## config.mk

```make
export PLATFORM = sky130hd
export DESIGN_NAME = serial_shifter
export DESIGN_NICKNAME = d
export VERILOG_FILES = /design/src/rtl/serial_shifter.sv
export SDC_FILE = /design/constraint.sdc
export NUM_CORES = 1
export LEC_CHECK = 0
export CELL_PAD_IN_SITES_DETAIL_PLACEMENT = 0
export CELL_PAD_IN_SITES_GLOBAL_PLACEMENT = 1
export CORE_MARGIN = 1.5
export CORE_UTILIZATION = 35
export DETAILED_ROUTE_END_ITERATION = 6
export GPL_TIMING_DRIVEN = 1
export PLACE_DENSITY_LB_ADDON = 0.1
export SYNTH_ARGS = -nofsm -noshare
export SYNTH_HDL_FRONTEND = slang
export SYNTH_SLANG_ARGS = --single-unit
```

## constraint.sdc

```tcl
create_clock -name clock -period 1.6 [get_ports clock]
set_clock_uncertainty 0.1 [all_clocks]
set_input_delay 0.16 -clock clock [delete_from_list [all_inputs] [get_ports clock]]
set_output_delay 0.16 -clock clock [all_outputs]
set_load 0.005 [all_outputs]
```

## src/rtl/serial_shifter.sv

```systemverilog
// Multi-cycle EX-stage shifter producing sll and sra results of one operand in parallel.
// Define SERIAL_SHIFTER_2BIT_EN to advance two bit positions per cycle (same results, fewer cycles).
module serial_shifter #(
    parameter int WIDTH   = 16,
    parameter int SHAMT_W = 4
) (
    input  logic               clock,
    input  logic               reset,
    input  logic               start,
    input  logic [WIDTH-1:0]   hyrja,
    input  logic [SHAMT_W-1:0] shamt,
    output logic               busy,
    output logic               done,
    output logic [WIDTH-1:0]   sll_out,
    output logic [WIDTH-1:0]   sra_out
);

    localparam logic [1:0] S_IDLE  = 2'd0;
    localparam logic [1:0] S_SHIFT = 2'd1;
    localparam logic [1:0] S_DONE  = 2'd2;

    logic [1:0]         state_reg, state_next;
    logic [SHAMT_W-1:0] count_reg, count_next;
    logic [WIDTH-1:0]   sll_reg, sll_next;
    logic [WIDTH-1:0]   sra_reg, sra_next;
    logic               busy_reg, done_reg;

    always_comb begin
        state_next = state_reg;
        count_next = count_reg;
        sll_next   = sll_reg;
        sra_next   = sra_reg;
        case (state_reg)
            S_IDLE, S_DONE: begin
                if (start) begin
                    sll_next   = hyrja;
                    sra_next   = hyrja;
                    count_next = shamt;
                    state_next = (shamt == '0) ? S_DONE : S_SHIFT;
                end else begin
                    state_next = S_IDLE;
                end
            end
            S_SHIFT: begin
`ifdef SERIAL_SHIFTER_2BIT_EN
                if (count_reg >= SHAMT_W'(2)) begin
                    sll_next   = {sll_reg[WIDTH-3:0], 2'b00};
                    sra_next   = {{2{sra_reg[WIDTH-1]}}, sra_reg[WIDTH-1:2]};
                    count_next = count_reg - SHAMT_W'(2);
                end else begin
                    sll_next   = {sll_reg[WIDTH-2:0], 1'b0};
                    sra_next   = {sra_reg[WIDTH-1], sra_reg[WIDTH-1:1]};
                    count_next = count_reg - SHAMT_W'(1);
                end
                state_next = (count_next == '0) ? S_DONE : S_SHIFT;
`else
                sll_next   = {sll_reg[WIDTH-2:0], 1'b0};
                sra_next   = {sra_reg[WIDTH-1], sra_reg[WIDTH-1:1]};
                count_next = count_reg - SHAMT_W'(1);
                state_next = (count_reg == SHAMT_W'(1)) ? S_DONE : S_SHIFT;
`endif
            end
            default: state_next = S_IDLE;
        endcase
    end

    // Busy/done are flopped from the next-state decode so they come straight off registers.
    always_ff @(posedge clock or negedge reset) begin
        if (!reset) begin
            state_reg <= S_IDLE;
            count_reg <= '0;
            sll_reg   <= '0;
            sra_reg   <= '0;
            busy_reg  <= 1'b0;
            done_reg  <= 1'b0;
        end else begin
            state_reg <= state_next;
            count_reg <= count_next;
            sll_reg   <= sll_next;
            sra_reg   <= sra_next;
            busy_reg  <= (state_next == S_SHIFT);
            done_reg  <= (state_next == S_DONE);
        end
    end

    assign busy    = busy_reg;
    assign done    = done_reg;
    assign sll_out = sll_reg;
    assign sra_out = sra_reg;

endmodule

```

Word-level counts from Yosys, hierarchy flattened
Cells that the tools add are included.
Word-level totals
  bits in registers: 40
  bits of input ports: 23
  output and inout bits: 34
  word-level logic and storage cells: 30
Cells by class
  $add $sub $neg: 1
  eq/ne operators: 6
  muxes and demuxes: 9
  bitwise logic cells: 1
  reductions and logical operators: 6
Operators with widths (count)
  case mux 16 bit (2 select lines): 2
  two-way mux 16 bit: 1
  case mux 4 bit (2 select lines): 1
  two-way mux 2 bit: 3
  equality test 2 x 1 -> 1 bit, second input constant: 2
  equality test 2 bit, second input constant: 2
  equality test 4 x 1 -> 1 bit, second input constant: 1
  logical NOT 4 bit: 1
  two-way mux 4 bit: 1
  case mux 2 bit (2 select lines): 1
  subtractor 4 x 1 -> 4 bit, second input constant: 1
  AND reduction 3 bit: 1
  logical NOT 2 bit: 1
  inequality test 2 bit, second input constant: 1
  AND reduction 2 bit: 1
  nonzero test 2 bit: 1
  OR reduction 2 bit: 1
  inverter 1 bit: 1

Depth between registers and ports, before layout
  depth after elaboration: 5
  depth in mapped cells: 5
  gate-level depth less buffers: 4

Worst setup path before layout
OpenSTA, ideal clock, no wires.
  path kind: reg2reg
  from: register state_reg[0]
  to: register sll_reg[15] (netlist: sll_out[15])
  arrival: 1.199 ns
  setup slack: 0.175 ns
  cell stages (with the launch flop): 5
  path buffers: 2
  path through: dfrtp_1 and2b_1 buf_6 clkbuf_1 a221o_1
On the way
  word-level cells in the longest chain between the ends: 4
  elaborated cells on any way between the ends: 8
RTL lines
  start: declaration: line 22  | logic [1:0] state_reg, state_next;
  start signal: assignment: line 77  | state_reg <= state_next;
  equality test 2 bit or logical NOT 2 bit (tied branches): line 33  | case (state_reg)
  OR reduction 2 bit: line 33
  inequality test 2 bit (no source line) or nonzero test 2 bit (tied branches)
  AND reduction 2 bit (no source line)
  end signal: assignment: line 79  | sll_reg <= sll_next;
  end: declaration: line 24  | logic [WIDTH-1:0] sll_reg, sll_next;
Several ways; a longest one is shown, not always the timed one.
A chain may end at the register's enable or synchronous reset.

Final worst setup path
  from: register state_reg[1]
  to: register count_reg[2]
On the way
  word-level cells in the longest chain between the ends: 4
  elaborated cells on any way between the ends: 8
RTL lines
  equality test 2 bit or logical NOT 2 bit (tied branches): line 33
  OR reduction 2 bit: line 33
  inequality test 2 bit (no source line) or nonzero test 2 bit (tied branches)
  AND reduction 2 bit (no source line)
  end signal: assignment: line 78  | count_reg <= count_next;
  end: declaration: line 23  | logic [SHAMT_W-1:0] count_reg, count_next;
Several ways; a longest one is shown, not always the timed one.

==> out/results.ini <==
[sta]
hold_viol_final = 0
fin_crit_sh_pct = 93.36
grt_setup_unrepaired = false
finalSetupViolCount = 0
fmax_ghz = 0.6695
fin_crit_ps = 1494
drv_slew = 0
worst_pin_slew_ps = 469.4
max_slew_margin_pct = 68.64
finalSetupTns_ps = 0
hold_slack_ps = 192.6
fin_ws_ps = 106.3

[critical_path]
path_class = reg2reg
critPathRequiredTime_ps = 1700
crit_chain = and2b_1, buf_12, a211oi_1, a311oi_1
worstSetupEndpointType = flip-flop
r2r_cells = 4
path_buf_inv = 1
path_depth = 4
cp_slowest_stage_delay_ps = 380
arrival_ps = 1590
cp-start-kind = flip-flop
crit_path_max_fanout = 36
slowest_stage = and2b_1
cpLargestDelayFamily = simple AND/OR/NAND/NOR gates

[floorplanning]
start_util_pct = 37.30
fp-row-count = 24
die_h_microns = 71.83
ioPinCount = 57
fp.dieArea_sq_um = 5159
core_sq_um = 4444
die_x_microns = 71.83

[yosys]
ys.flop_type = dfrtp_1
synth_area_sq_um = 1658
synth-seq-cells = 40
synthArstFlopShare_pct = 100.0
synth-seq-area-share_pct = 60.38
netlist_top_cells_area = dfrtp_1 60%, a221o_1 19%, and2_1 6.0%, ha_1 1.5%, buf_2 1.2%
syn-num-nets = 150
yosysWarnings = 0
synth_edf_count = 0
ys_types = 26
yosys.area.top_type_share_pct = 60.38
syn_inst = 125
syn_avg_cell_area_sq_um = 13.26
synth.largest_area_cell = dfrtp_1

[power_and_ir_drop]
power_density_nw_per_um2 = 2076
p_total_mw = 5.058
p_leak_nw = 1.047
max-vdd-ir-drop_mv = 0.8319

[cts]
post-cts-setup-buffer-count = 0
max-clock-path-buffers = 2
cts_tree = yes
cts.sinks = 40
cts_buffers = 5
insertion_delay_ps = 290
htreeDepth = 2
clk_pin_slew_worst_paths_ps = 80
cts_root_buf = clkbuf_8

[grt]
grt_overflow = 0
track_usage_pct = 16.46
grt_max_degree = 37
antenna_found_initial = 0
grt_pass1_vias = 1298
grt_pass1_wl_microns = 6568

[drt]
routed-via-count = 1355
vias_per_cell = 5.646
postRouteAntennaNets = 0
finalWirelength_microns = 4100
first_pass_iters = 6
drc_errors = 0
drt_iter0_drc = 122
wire_per_inst_microns = 17.08

[placement]
pre_cts_slack_ps = -496.5
portBuffers = 56
hpwl_microns = 2719
routabilityCongestion = 0.8021
dp_cells = 230

[layout]
fin_cells = 240
drive_above_1_share_pct = 10.11
antenna_cells = 0
area_growth_pct = 46.94
fin_nets = 212
num-fill-cells = 395

[run_status]
status = finished clean

[flow_run]
maxCapViolCount = 0

[min_path]
hp-class = in2async

## layout make-up
cell class / instances / area (sq um) / share of cell area, %
well taps: 52 / 65.06 / 2.671
clock buffers: 5 / 68.82 / 2.825
repair buffers: 63 / 626.9 / 25.73
multi-input cells: 75 / 624.3 / 25.63
flip-flops and latches: 40 / 1001 / 41.09
inverters: 2 / 7.507 / 0.3082
clock inverters: 3 / 42.54 / 1.746
## layer usage
metal / GRT usage (%) / vias up / wire [microns]
met4: 5.031 / 0 / 53
met5: 0 / - / 0
met2: 23.66 / 41 / 1818
met1: 23.77 / 689 / 1989
met3: 5.345 / 6 / 240
li1: - / 619 / -
## worst paths after layout
check                                  startpoint  slack, ps                        to
min reg2reg                sra_out[0]$_DFFE_PN0P_        420    sra_out[0]$_DFFE_PN0P_
min                                         reset        190    sra_out[0]$_DFFE_PN0P_
max in group asynchronous                   reset        700    sra_out[4]$_DFFE_PN0P_
max reg2reg                state_reg[1]$_DFF_PN0_        110  count_reg[2]$_DFFE_PN0P_
min in group clock                       shamt[1]        360  count_reg[1]$_DFFE_PN0P_
max                        state_reg[1]$_DFF_PN0_        110  count_reg[2]$_DFFE_PN0P_
## Yosys cell counts, types with 2 or more instances
master	count
a21o_1	2
a221o_1	31
o22ai_1	2
clkbuf_1	4
nor2_1	2
a22o_1	2
dfrtp_1	40
nand2b_1	2
inv_1	2
and2_1	16
ha_1	2
buf_2	4
nor3_1	3
## worst reg2reg max path, stage by stage, from the launching register on
cell and delay (ps):
dfrtp_1 370, and2b_1 380, buf_12 240, a211oi_1 100, a311oi_1 200
## through the flow
step	instance area, sq um	utilization [%]
after CTS	2404	54.08
after global placement	2277	51.24
after global routing	2436	54.81
after detailed placement	2277	51.24
final	2436	54.81
after floorplan	1658	-
## where the power goes
group	leakage [nW]	total, mW	internal, mW	switching (mW)
Sequential	0.491	1.91	1.50	0.410
Combinational	0.502	2.33	1.42	0.903
Clock	0.0541	0.823	0.461	0.362
Total	1.05	5.06	3.38	1.67
## cell families after synthesis
| logic type | synth area share (%) |
|---|---|
| adder cells (fa/ha/maj) | 1.509 |
| AND/OR/NAND/NOR | 10.94 |
| AO/OA/AOI/OAI | 23.25 |
| flip-flops | 60.38 |
| multiplexers | 0.6792 |
| buffers and inverters | 3.245 |
## repair_timing
action                                  in CTS  in global routing
hold buffers                                 1                  0
endpoints found under the hold margin       14                  0
resized for setup                            1                  6
gates cloned                                 0                  1
endpoints found under the setup margin      32                 32
pin swaps                                    0                  1
## layout by cell type, fill, tap and decap left out
master	count
buf_12	1
a22o_1	2
dfrtp_1	40
nor2_1	2
mux2_2	1
nor3b_1	1
nor3_1	3
buf_4	4
and3_1	1
inv_1	2
clkinvlp_4	1
a21o_1	2
dlygate4sd3_1	1
buf_2	1
clkinv_2	1
ha_1	2
a221o_1	31
o22ai_1	2
bufinv_16	1
and2_1	16
nand2_1	1
nor4_1	1
a211oi_1	1
nand2b_1	2
clkbuf_8	5
nor2b_4	1
a311oi_1	1
and2b_1	1
clkdlybuf4s50_1	55
o32ai_1	1
nor2_4	2
buf_6	1
o21ai_1	1
Power figures use the tool's default switching activity.
